File: src/rtl/gx4000_asic_unlock.sv
// rtl/gx4000_asic_unlock.sv - GX4000/CPC+ ASIC unlock sequence matcher and RMR2 decoder
// Snoops CRTC-select writes for the Plus unlock sequence and gates the ASIC register page.
module gx4000_asic_unlock #(
   parameter int SEQ_LEN   = 17,
   parameter bit RELOCK_EN = 1'b1
) (
   input  logic        clk_sys,
   input  logic        reset,
   input  logic        plus_mode,
   input  logic [15:0] io_addr,
   input  logic [7:0]  io_data,
   input  logic        io_wr,
   output logic        asic_unlocked,
   output logic        asic_page_en,
   output logic [2:0]  rmr2_rom_sel,
   output logic [1:0]  rmr2_map,
   output logic        unlock_pulse,
   output logic        lock_pulse,
   output logic [4:0]  seq_index
);

   localparam logic [4:0] LAST_INDEX = 5'd16;

   function automatic logic [7:0] seq_byte(input logic [4:0] i);
      case (i)
         5'd0:    seq_byte = 8'hFF;
         5'd1:    seq_byte = 8'h00;
         5'd2:    seq_byte = 8'hFF;
         5'd3:    seq_byte = 8'h77;
         5'd4:    seq_byte = 8'hB3;
         5'd5:    seq_byte = 8'h51;
         5'd6:    seq_byte = 8'hA8;
         5'd7:    seq_byte = 8'hD4;
         5'd8:    seq_byte = 8'h62;
         5'd9:    seq_byte = 8'h39;
         5'd10:   seq_byte = 8'h9C;
         5'd11:   seq_byte = 8'h46;
         5'd12:   seq_byte = 8'h2B;
         5'd13:   seq_byte = 8'h15;
         5'd14:   seq_byte = 8'h8A;
         5'd15:   seq_byte = 8'hCD;
         default: seq_byte = 8'hEE;
      endcase
   endfunction

   logic       io_wr_q;
   logic       accept;
   logic       csel_wr;
   logic       ga_wr;
   logic       unlocked_d;
   logic       page_en_d;
   logic       unlock_pulse_d;
   logic       lock_pulse_d;
   logic [2:0] rom_sel_d;
   logic [1:0] map_d;
   logic [4:0] index_d;

   assign accept  = io_wr && !io_wr_q;
   assign csel_wr = accept && (io_addr[15:8] == 8'hBC);
   assign ga_wr   = accept && (io_addr[15:8] == 8'h7F);

   always_comb begin
      unlocked_d     = asic_unlocked;
      rom_sel_d      = rmr2_rom_sel;
      map_d          = rmr2_map;
      index_d        = seq_index;
      unlock_pulse_d = 1'b0;
      lock_pulse_d   = 1'b0;

      if (csel_wr) begin
         if (seq_index == LAST_INDEX) begin
            // A trailing &FF may itself be the first byte of a new attempt
            index_d = (io_data == 8'hFF) ? 5'd1 : 5'd0;
            if (io_data == 8'hEE) begin
               unlocked_d     = 1'b1;
               unlock_pulse_d = !asic_unlocked;
            end else if (RELOCK_EN) begin
               unlocked_d   = 1'b0;
               lock_pulse_d = asic_unlocked;
               rom_sel_d    = 3'd0;
               map_d        = 2'd0;
            end
         end else if (io_data == seq_byte(seq_index)) begin
            index_d = seq_index + 5'd1;
         end else if (io_data == 8'hFF) begin
            index_d = 5'd1;
         end else begin
            index_d = 5'd0;
         end
      end

      if (ga_wr && asic_unlocked && (io_data[7:5] == 3'b101)) begin
         rom_sel_d = io_data[2:0];
         map_d     = io_data[4:3];
      end

      page_en_d = unlocked_d && (map_d == 2'b11);
   end

   always_ff @(posedge clk_sys) begin
      if (reset) begin
         io_wr_q       <= 1'b0;
         asic_unlocked <= 1'b0;
         asic_page_en  <= 1'b0;
         rmr2_rom_sel  <= 3'd0;
         rmr2_map      <= 2'd0;
         unlock_pulse  <= 1'b0;
         lock_pulse    <= 1'b0;
         seq_index     <= 5'd0;
      end else begin
         // Edge tracking runs even when Plus features are disabled
         io_wr_q <= io_wr;
         if (!plus_mode) begin
            asic_unlocked <= 1'b0;
            asic_page_en  <= 1'b0;
            rmr2_rom_sel  <= 3'd0;
            rmr2_map      <= 2'd0;
            unlock_pulse  <= 1'b0;
            lock_pulse    <= 1'b0;
            seq_index     <= 5'd0;
         end else begin
            asic_unlocked <= unlocked_d;
            asic_page_en  <= page_en_d;
            rmr2_rom_sel  <= rom_sel_d;
            rmr2_map      <= map_d;
            unlock_pulse  <= unlock_pulse_d;
            lock_pulse    <= lock_pulse_d;
            seq_index     <= index_d;
         end
      end
   end

   always_ff @(posedge clk_sys) begin
      if (!reset) begin
         assert (int'(seq_index) < SEQ_LEN);
         assert (!(unlock_pulse && lock_pulse));
      end
   end

endmodule

File: config.mk
export PLATFORM = sky130hd
export DESIGN_NAME = gx4000_asic_unlock
export DESIGN_NICKNAME = d
export VERILOG_FILES = /design/src/rtl/gx4000_asic_unlock.sv
export SDC_FILE = /design/constraint.sdc
export NUM_CORES = 1
export LEC_CHECK = 0
export ABC_CLOCK_PERIOD_IN_PS = 4059
export CAP_MARGIN = 20
export CELL_PAD_IN_SITES_DETAIL_PLACEMENT = 0
export CELL_PAD_IN_SITES_GLOBAL_PLACEMENT = 1
export CORE_UTILIZATION = 35
export DETAILED_ROUTE_END_ITERATION = 6
export PLACE_DENSITY_LB_ADDON = 0.1
export SYNTH_ARGS = -nofsm -noshare
export SYNTH_HDL_FRONTEND = slang
export SYNTH_SLANG_ARGS = --single-unit
File: constraint.sdc
create_clock -name clk_sys -period 4.06 [get_ports clk_sys]
set_input_delay 0.609 -clock clk_sys [delete_from_list [all_inputs] [get_ports clk_sys]]
set_output_delay 0.609 -clock clk_sys [all_outputs]
set_load 0.05 [all_outputs]
## After elaboration in Yosys (flattened, before gate mapping)

Memory sizes are Yosys's and may differ from the RTL's. A register that Yosys moved wholly into a read port is not among the register bits.
Cells that the tools add are included.
W data, S select, Z words.

- Add/subtract/negate cells: 1
- $mul: 0
- Divide/modulo/power cells: 0
- Magnitude comparators: 0
- Equal/unequal tests: 9
- Shifts and indexed selects: 0
- Multiplexer cells: 19
- Bitwise logic cells: 4
- Reduce and logical (&&, ||, !) cells: 14

Operators with widths:

| cell | count |
|---|---|
| $eq A8 B8 Y1 const B | 3 |
| $mux W8 | 3 |
| $mux W3 | 4 |
| $mux W5 | 2 |
| $reduce_or A5 Y1 | 2 |
| $eq A8 B7 Y1 const B | 1 |
| $eq A8 B8 Y1 | 1 |
| $mux W2 | 4 |
| $mux W4 | 2 |
| $logic_and A1 B1 Y1 | 6 |
| $add A5 B1 Y5 const B | 1 |
| $eq A5 B5 Y1 const B | 1 |
| $mux W1 | 4 |
| $not A1 Y1 | 4 |
| $reduce_bool A2 Y1 | 2 |
| $eq A3 B3 Y1 const B | 1 |
| $reduce_and A3 Y1 | 1 |
| $eq A2 B2 Y1 const B | 1 |
| $logic_not A1 Y1 | 2 |
| $ne A2 B1 Y1 const B | 1 |
| $reduce_or A2 Y1 | 1 |

- Flip-flop bits (word level): 15
- Bits in latches: 0
- RAM bits: 0
- Memory bits (read-only): 128
- Bits of input ports: 28
- Output and inout port bits: 14
- Memories kept: 1

Memory list:

| memory | depth | bits a word | rd ports | clocked after memory_dff | write ports | RTL line | RTL |
|---|---|---|---|---|---|---|---|
| (name not given) | 16 | 8 | 1 | 1 | 0 | 25 | `case (i)` |

## Longest topological paths before layout

- Depth after elaboration: 9
- Gate-level depth with buffers: 12

## Least setup slack after synthesis

No wires, ideal clock.

- Path kind: input to register
- From: in io_addr[14]
- To: reg (tool-made name)
- Data arrival time: 3.316 ns
- Required time: 3.939 ns
- Setup slack: 0.624 ns
- Stages on the path: 12
- Buffers on the path: 2
- Path through: or4b_1 > or3_1 > buf_2 > buf_6 > nor2_2 > nand4_1 > a31oi_2 > inv_1 > ha_1 > or2_2 > o22a_1 > mux2_2

RTL lines:

| element | RTL line | RTL |
|---|---|---|
| from (decl) | 10 | `input logic [15:0] io_addr,` |

==> out/results.txt <==
First-pass GRT wire length -> 6490 um
DR vias/cell -> 5.41
Crit path max fanout -> 4
DRT Wirelength -> 4190 um
Compound-gate portion of the synthesized area -> 22.3%
Die ar. -> 4700 um^2
CTS root buf -> clkbuf_8
CP arrival -> 3730 ps
Initial drt markers -> 105
XOR/XNOR Fraction of Synth Area -> 2.82%
Avg Cell Area, Syn -> 8.56 um^2
Fin nets -> 257
Diode count -> 0
Internal -> 320 uW
Ys Warns -> 0
Number of enable flip-flop cells after synthesis -> 0
H-tree depth -> 1
Status -> complete, no violations
Clock latency on the worst-skew pair -> 280 ps
Largest net degree at the start of global routing -> 16
Drc violations -> 0
PostCTS Resize Cnt -> 0
Max cap viols -> 0
Die height -> 68.6 um
GRT Util Overall -> 19.3%
FP Rows -> 23
Period utilisation layout -> 87.9%
Post-synth top cells -> 23 x dfxtp_1, 16 x inv_1, 14 x nand2_1
Overflow after GRT -> 0
Pwr Density -> 209 nW/um^2
Starting Density -> 37.7%
Fraction of layout cells with a size suffix above 1 -> 11.8%
Main combinational cell family by area after synthesis -> simple AND/OR/NAND/NOR gates
Vias in the first global route -> 1344
Cell area after synthesis -> 1550 um^2
Setup Fix Bufs, Post-CTS -> 0
Flops & latches, synth -> 23
CTS buffer count -> 3
Rel. slew slack -> 57.9%
CP Capture Type -> register
Largest cells by area after synthesis -> dfxtp_1 30%, ha_1 6.5%, a22oi_1 3.9%, inv_1 3.9%, nand2_1 3.4%
Clock transition at the registers of the reported paths -> 90 ps
Crit path required time -> 4230 ps
Clk_skew -> 6.17 ps
# IOs -> 42
Initial antenna violation count -> 0
CTS Hold Bufs -> 0
VDD IR max -> 0.127 mV
Top FF cell, synth -> dfxtp_1
Fin. max-slew vios -> 0
Fraction of registers with async set or reset after synthesis -> 0%
CTS tree -> done
NetSw -> 101 uW
Register area share after synthesis -> 29.7%
Gate power share -> 10.2%
Post-synth top area cell -> dfxtp_1
# fillers -> 405
Post-route setup TNS -> 0 ps
Fraction of the mapped netlist area in simple logic gates -> 26.0%
Post-Synth Adder-Cell Area -> 6.46%
Post-route ant nets -> 0
Sequential power share -> 53.7%
Clock sink count -> 23
Gp weighted congestion -> 0.885
Count leader, synth -> dfxtp_1
Syn Inst Count -> 181
Post-Syn Nets -> 217
Clock Power Share -> 36.1%
Slew @ Worst Pin -> 632 ps
Port-buffer cells -> 33
Setup violations, final -> 0
Max Buffers Root-to-Sink -> 2
Die X -> 68.6 um
Final Instance Area -> 2010 um^2
Critical path class -> in2reg
Endpoints failing hold -> 0
RSZ-0062 raised after global routing -> no
Leak pwr -> 0.711 nW
Post-synth cell types -> 54
Hold Crit Class -> reg2reg
Layout area overhead -> 29.9%
Sw frac -> 24.0%
Share of the synthesized area in the top cell type -> 29.7%
CP Launch Type -> primary input
Proportion of synthesized area in mux cells -> 6.13%
Core area -> 4120 um^2
Pre-antenna DRT Iters -> 4
DR vias -> 1462
Placed Area -> 1960 um^2
Fin crit period -> 3570 ps
Achievable Freq -> 280 MHz
Routed wire per std cell -> 15.5 um
Dpl hpwl -> 3230 um
==> cells by family after synthesis <==
kind of cell    Yosys count
xor+xnor                  5
fa+ha+maj                 8
simple gates             73
buf+inv                  23
compound gates           40
mux                       9
flops                    23
==> power groups by stage <==
stage / clock network, mW / logic [mW] / registers, mW
final: 0.152 / 0.0429 / 0.226
after global routing: 0.164 / 0.0471 / 0.226
after CTS: 0.157 / 0.0432 / 0.226
after detailed placement: 0 / 0.0428 / 0.231
after global placement: 0 / 0.0425 / 0.231
after floorplan: 0 / 0.0138 / 0.231
==> placed cells by master (no fill, tap or decap), types with 2 or more instances in the layout <==
| master | n |
|---|---|
| inv_1 | 16 |
| nor2b_1 | 8 |
| xnor2_1 | 3 |
| nand3_1 | 3 |
| clkbuf_8 | 3 |
| dfxtp_1 | 23 |
| nor2_1 | 12 |
| nor3_1 | 7 |
| a32oi_1 | 2 |
| nand2b_1 | 5 |
| or2_2 | 2 |
| a22oi_1 | 8 |
| buf_4 | 8 |
| a21oi_1 | 2 |
| or3_1 | 3 |
| mux2_2 | 4 |
| xor2_1 | 2 |
| ha_1 | 8 |
| nor4_1 | 3 |
| mux2i_1 | 5 |
| nand2_1 | 14 |
| o211ai_1 | 3 |
| o21ai_0 | 6 |
| o21a_1 | 2 |
| o31ai_1 | 2 |
| clkdlybuf4s50_1 | 33 |
| nand4b_1 | 2 |
| nand4_1 | 4 |
| and2_1 | 2 |
==> final cells by class <==
cell class / instances / area, um^2 / area share (%)
clock buffers: 3 / 41.3 / 2.05
clock inverters: 1 / 7.51 / 0.373
inverters: 17 / 63.8 / 3.17
multi-input cells: 135 / 987 / 49.0
flip-flops and latches: 23 / 460 / 22.9
well taps: 50 / 62.6 / 3.11
repair buffers: 41 / 390 / 19.4
==> path summary, 6_finish.rpt <==
| check | slack (ps) | cells after the start | startpoint | end |
|---|---|---|---|---|
| setup / recovery | 490 | 11 | io_addr[14] | register |
| hold / removal | 490 | 2 | asic_unlocked$_SDFF_PP0_ | lock_pulse$_SDFF_PP0_ |
| setup reg to reg | 910 | 9 | seq_index[4]$_SDFFE_PP0N_ | register |
| hold reg to reg | 490 | 2 | asic_unlocked$_SDFF_PP0_ | lock_pulse$_SDFF_PP0_ |
==> critical path, stage by stage <==
cell and delay (ps):
clkdlybuf4s50_1 410, or4b_1 540, or3_1 400, nor3_1 250, o31ai_1 140, a31oi_2 310
inv_1 170, ha_1 220, or2_2 280, o22a_1 150, mux2_2 260
==> stage by stage <==
step / hold slack, ps / power [mW] / instances / setup WS, ps / util [%]
2_1_floorplan: 652 / 0.245 / 181 / 624 / -
3_3_place_gp: 476 / 0.274 / 266 / 240 / 47.7
3_5_place_dp: 477 / 0.274 / 266 / 238 / 47.7
4_1_cts: 490 / 0.427 / 270 / 529 / 48.9
5_1_grt: 529 / 0.438 / 270 / 229 / 48.9
6_report: 489 / 0.421 / 270 / 492 / 48.9
==> layer usage <==
layer / vias up / global-route usage, % / share of wire (%) / wire length [um]
met4: 0 / 4.69 / 0.60 / 25
met1: 676 / 25.5 / 47 / 1980
met3: 2 / 3.45 / 5.8 / 242
li1: 743 / - / - / -
met2: 41 / 32.1 / 46 / 1940
met5: - / 0 / 0 / 0
Power figures use the tool's default switching activity.
